### config.mk
export PLATFORM = sky130hd
export DESIGN_NAME = dispatch_scheduler
export DESIGN_NICKNAME = d
export VERILOG_FILES = /design/src/rtl/dispatch_scheduler.sv
export SDC_FILE = /design/constraint.sdc
export NUM_CORES = 1
export LEC_CHECK = 0
export CORE_AREA = 10 10 167 169
export CTS_CLUSTER_SIZE = 40
export DETAILED_ROUTE_END_ITERATION = 12
export DIE_AREA = 0 0 177 179
export GPL_TIMING_DRIVEN = 1
export PLACE_DENSITY_LB_ADDON = 0.2
export SYNTH_ARGS = -nofsm -noshare
export SYNTH_HDL_FRONTEND = slang
export SYNTH_SLANG_ARGS = --single-unit
### constraint.sdc
create_clock -name clk -period 2.9 [get_ports clk]
set_input_delay 0.58 -clock clk [delete_from_list [all_inputs] [get_ports clk]]
set_output_delay 0.58 -clock clk [all_outputs]
set_load 0.01 [all_outputs]
### src/rtl/dispatch_scheduler.sv
// In-order dispatch stage: a small FIFO of decoded instructions whose head is routed to the
// ALU, LSU or FLOW unit, with branch serialisation, jump flush, illegal-op drop and stall count.
package dispatch_pkg;
    typedef enum logic [1:0] {
        UNIT_ALU_INT,
        UNIT_LOAD_STORE,
        UNIT_FLOW,
        UNIT_NOT_IMPLEMENTED
    } unit_e;

    typedef struct packed {
        logic [31:0] pc;
        unit_e       unit;
        logic [7:0]  opcode;
        logic [4:0]  rd;
        logic [15:0] imm;
    } INSTRUCTION_DECODED;
endpackage

module dispatch_scheduler
    import dispatch_pkg::*;
#(
    parameter int DEPTH   = 4,
    parameter int STALL_W = 16
) (
    input  logic               clk,
    input  logic               reset_n,
    input  logic               jump,
    input  logic               flow_resolved,
    input  INSTRUCTION_DECODED instruction_i,
    input  logic               valid_i,
    output logic               ready_i,
    output INSTRUCTION_DECODED instruction_o,
    output logic               alu_valid_o,
    input  logic               alu_ready_i,
    output logic               lsu_valid_o,
    input  logic               lsu_ready_i,
    output logic               flow_valid_o,
    input  logic               flow_ready_i,
    output logic               illegal_o,
    output logic [31:0]        illegal_pc_o,
    output logic [STALL_W-1:0] stall_cnt_o
);
    localparam int PW = $clog2(DEPTH);
    localparam logic [PW:0] FULL_COUNT = (PW+1)'(DEPTH);

    typedef enum logic {RUN, WAIT_FLOW} state_e;

    state_e             state, state_next;
    INSTRUCTION_DECODED mem [DEPTH];
    logic [PW-1:0]      rd_ptr, wr_ptr;
    logic [PW:0]        count;
    logic               push, pop, head_v, illegal_pop, flow_fire;

    // The head is offered only from registered FIFO state, so a fresh push is seen one cycle later.
    always_comb begin
        ready_i       = (count != FULL_COUNT);
        push          = valid_i && ready_i && !jump;
        instruction_o = mem[rd_ptr];
        head_v        = (count != '0) && (state == RUN) && !jump;
        alu_valid_o   = head_v && (instruction_o.unit == UNIT_ALU_INT);
        lsu_valid_o   = head_v && (instruction_o.unit == UNIT_LOAD_STORE);
        flow_valid_o  = head_v && (instruction_o.unit == UNIT_FLOW);
        illegal_pop   = head_v && (instruction_o.unit == UNIT_NOT_IMPLEMENTED);
        flow_fire     = flow_valid_o && flow_ready_i;
        pop           = (alu_valid_o && alu_ready_i) || (lsu_valid_o && lsu_ready_i)
                        || flow_fire || illegal_pop;
    end

    always_comb begin
        state_next = state;
        if (jump) begin
            state_next = RUN;
        end else begin
            case (state)
                RUN:       if (flow_fire) state_next = WAIT_FLOW;
                WAIT_FLOW: if (flow_resolved) state_next = RUN;
                default:   state_next = RUN;
            endcase
        end
    end

    always_ff @(posedge clk or negedge reset_n) begin
        if (!reset_n) state <= RUN;
        else          state <= state_next;
    end

    always_ff @(posedge clk or negedge reset_n) begin
        if (!reset_n) begin
            rd_ptr <= '0;
            wr_ptr <= '0;
            count  <= '0;
        end else if (jump) begin
            rd_ptr <= '0;
            wr_ptr <= '0;
            count  <= '0;
        end else begin
            if (push) wr_ptr <= wr_ptr + 1'b1;
            if (pop)  rd_ptr <= rd_ptr + 1'b1;
            case ({push, pop})
                2'b10:   count <= count + 1'b1;
                2'b01:   count <= count - 1'b1;
                default: count <= count;
            endcase
        end
    end

    // Storage needs no reset: contents are ignored whenever count is zero.
    always_ff @(posedge clk) begin
        if (push) mem[wr_ptr] <= instruction_i;
    end

    always_ff @(posedge clk or negedge reset_n) begin
        if (!reset_n) begin
            illegal_o    <= 1'b0;
            illegal_pc_o <= '0;
            stall_cnt_o  <= '0;
        end else begin
            illegal_o <= illegal_pop;
            if (illegal_pop) illegal_pc_o <= instruction_o.pc;
            if (!jump && (count != '0) && !pop && (stall_cnt_o != '1))
                stall_cnt_o <= stall_cnt_o + 1'b1;
        end
    end
endmodule

==> key figures, run 1 <==
Place
  • Placed cell area: about 14000 sq um
  • GP Congestion: 0.790
  • Port Buf Inserts: approximately 190
  • DPL Wire Length: 15.5 mm
  • Placed cell count: 1045
  • Pre-CTS WS: -0.0847 ns

Power
  • PwrDens: around 830 nW/um^2
  • Total power: ~13000 uW
  • Leak Pwr: ~0.0053 uW
  • Worst vdd ir: between 500 and 600 uV

Final layout
  • Fin area: ~15000 sq um
  • Fill cells: roughly 1800
  • Non-filler instance count after layout: around 1100
  • Nets@finish: between 800 and 900
  • Antenna diodes: 0
  • Reg area: 9000 sq um
  • Fraction of layout cells with a size suffix above 1: between 20% and 30%
  • Multi-input gate area: about 2600 sq um
  • Area delta synth->final: 30.5%

Detailed routing
  • Drc violations: 0
  • Detail Route Antenna Nets: 0
  • Pre-Repair DR Iteration Count: 5
  • Overall routed net length: ~25 mm
  • Drt first-iter violations: between 200 and 300
  • Vias per inst: about 5.3
  • Average wire per standard cell: ~22 um
  • Vias after detailed routing: ~6000

Critical path
  • Crit start category: flip-flop
  • WP data required: 2.32 ns
  • Critical Path Fanout Max: 3
  • Worst Path Arrival: 2.28 ns
  • CP Capture Type: output pin
  • Critical path type: reg2out
  • Number of cells on the worst reg-to-reg path: 10

Floorplan
  • Die width: around 180 um
  • Initial Util: 47.0%
  • IO Pins: 187
  • Core box area: about 25000 sq um
  • Die Area: roughly 32000 sq um
  • Die Height: 179 um
  • Row cnt: between 50 and 60

Synth
  • Post-Syn Instances: roughly 530
  • Net Count, Synth: 605
  • Netlist Area Pre-Place: around 12000 sq um
  • Post-synth EDFFs: 252
  • Warnings from Yosys: 0
  • Share of flip-flops with an asynchronous set or reset: 18.4%
  • Ys flop type: edfxtp_1
  • Post-synthesis cell type count: 43
  • Syn Area/Cell: between 20 and 25 sq um
  • Synth Register Bits: about 310
  • Sequential share of the synthesized area: 77.3%

STA
  • Tmin final: approximately 2.9 ns
  • Clock skew: ~0.0094 ns
  • Setup_tns: 0 ns
  • Final setup fails: 0
  • Crit share post-route: between 90% and 100%
  • Fin. Hold Viols: 0
  • RSZ-0062 raised after global routing: true
  • Final worst slack: roughly 0.039 ns
  • Worst-Margin Slew: approximately 0.8 ns
  • Max Clock Freq: about 350 MHz
  • Final Max Tran Viols: 0
  • Relative slew margins: approximately 48%

Global route
  • Initial antenna violation count: 2
  • Grt total ovfl: 0
  • Largest net degree at the start of global routing: 63
  • First-pass GRT wire length: around 38 mm
  • GRT Resource Usage Total: around 16%
  • Met1 global-route usage: 19.6%
  • Global routing's busiest layer: met2
  • GRT met2 Usage: about a quarter
  • GR Util met3: under 10%
  • Vias in the first global route: about 6500

CTS
  • CTS buffer count: 31
  • CTS Sinks: approximately 310
  • CTS tree: yes
  • Worst-case clock buffer depth: 3
  • H-tree depth: 1
  • CTS Root Cell: clkbuf_16
  • Clock Latency Late Sink: ~0.55 ns
  • Clk slew on worst S/H paths: about 0.060 ns

Flow run
  • Max cap viols: 0

Status
  • Outcome: completed

Worst hold path
  • Path category of the worst min-delay check: in2async
[final cells by class]
| cell class | count | share of cell area [%] |
|---|---|---|
| inverters | 5 | 0.124 |
| flip-flops and latches | 309 | 59.3 |
| repair buffers | 223 | 15.1 |
| well taps | 330 | 2.72 |
| clock inverters | 17 | 0.577 |
| multi-input cells | 195 | 16.8 |
| clock buffers | 39 | 5.31 |
[Yosys cell counts, drive strengths merged (2+ instances only)]
cell type	count	share of area, %
a211oi	2	0.28
a21oi	6	0.29
and2	6	0.32
and3	6	0.32
and4	2	0.15
buf	13	0.63
clkbuf	6	0.19
dfrtp	57	12
edfxtp	252	65
ha	5	0.54
inv	4	0.13
mux2	33	3.2
mux4	63	12
nand2	11	0.35
nand2b	2	0.11
nand3	6	0.26
nand4	4	0.22
nor2	11	0.38
nor3	3	0.13
nor4b	2	0.20
o21ai	3	0.13
o22ai	2	0.23
xnor2	15	1.1
xor2	4	0.30
[kinds of logic after synthesis]
group / after synthesis / share of synthesized area (%)
AO/OA/AOI/OAI: 14 / 1.16
XOR/XNOR: 19 / 1.43
adder cells (fa/ha/maj): 6 / 0.710
buffers and inverters: 24 / 0.990
flip-flops: 309 / 77.3
multiplexers: 97 / 15.5
AND/OR/NAND/NOR: 59 / 2.87
[sequential cells by signal, indices dropped and copies added (netlist names)]
| signal | count |
|---|---|
| state | 1 |
| count | 3 |
| rd_ptr | 2 |
| illegal_pc_o | 32 |
| illegal_o | 1 |
| wr_ptr | 2 |
| stall_cnt_o | 16 |
| mem | 252 |
[worst paths after layout]
| check | to | slack, ns | startpoint |
|---|---|---|---|
| hold reg to reg | illegal_pc_o[25] | 0.48 | illegal_pc_o[25] |
| max in group asynchronous | rd_ptr[0] | 2.10 | reset_n |
| hold / removal | illegal_pc_o[19] | 0.19 | reset_n |
| setup reg to reg | count[1] | 0.06 | rd_ptr[0] |
| setup / recovery | flow_valid_o | 0.04 | rd_ptr[0] |
| min in group clk | illegal_pc_o[25] | 0.48 | illegal_pc_o[25] |
[critical path: stages, from the launching register on]
cell and delay, ns:
dfrtp_4 0.43, mux4_2 0.53, or4_4 0.54, nor2_4 0.13
buf_6 0.11
[routing by layer]
| metal | part of all wire, % | wire [um] |
|---|---|---|
| met5 | 0.13 | 31 |
| met2 | 50 | 12500 |
| met1 | 40 | 9870 |
| met3 | 7.9 | 1960 |
| met4 | 1.7 | 414 |
[repair_timing]
item / CTS / global route
endpoints found under the setup margin: 61 / 17
setup buffers: 10 / 4
hold buffers: 0 / 0
endpoints found under the hold margin: 0 / 0
pin swaps: 1 / 3
resized for setup: 91 / 21
cloned: 2 / 1
[through the flow]
stage	util [%]	hold WS [ns]
after CTS	61.0	0.219
after global placement	57.0	0.465
after floorplan	-	0.284
after detailed placement	57.0	0.475
after global routing	61.4	0.251
final	61.4	0.191
[cells in the final DEF (no fill, tap or decap), types with 5 or more instances in the layout]
cell	instances
buf_2	5
clkbuf_1	8
xnor2_1	15
ha_1	5
mux2_1	30
dlygate4sd2_1	43
nor2_1	9
clkbuf_16	32
and3_1	6
clkdlybuf4s15_1	10
edfxtp_1	252
nand3_1	6
a21oi_1	5
clkinv_2	8
clkdlybuf4s50_1	121
buf_12	12
nand2_1	10
buf_4	19
clkinv_1	6
mux4_2	63
dfrtp_1	55
[power breakdown]
part | switching, uW | internal [uW] | leakage, uW
clock network | 1550 | 1960 | 0.000441
logic | 1580 | 1970 | 0.00181
registers | 251 | 5330 | 0.00300
No activity file was read; power rests on OpenSTA's default activity.
==> run 2: changes to the inputs <==
Settings changed: CAP_MARGIN set to 20.
==> results of run 2 <==
The final DEF is identical to that of run 1; final timing and power are the same.
==> run 3: changes to the inputs <==
Settings changed: HOLD_SLACK_MARGIN set to 0.08.
==> results of run 3 <==
The final DEF is identical to that of run 1; final timing and power are the same.
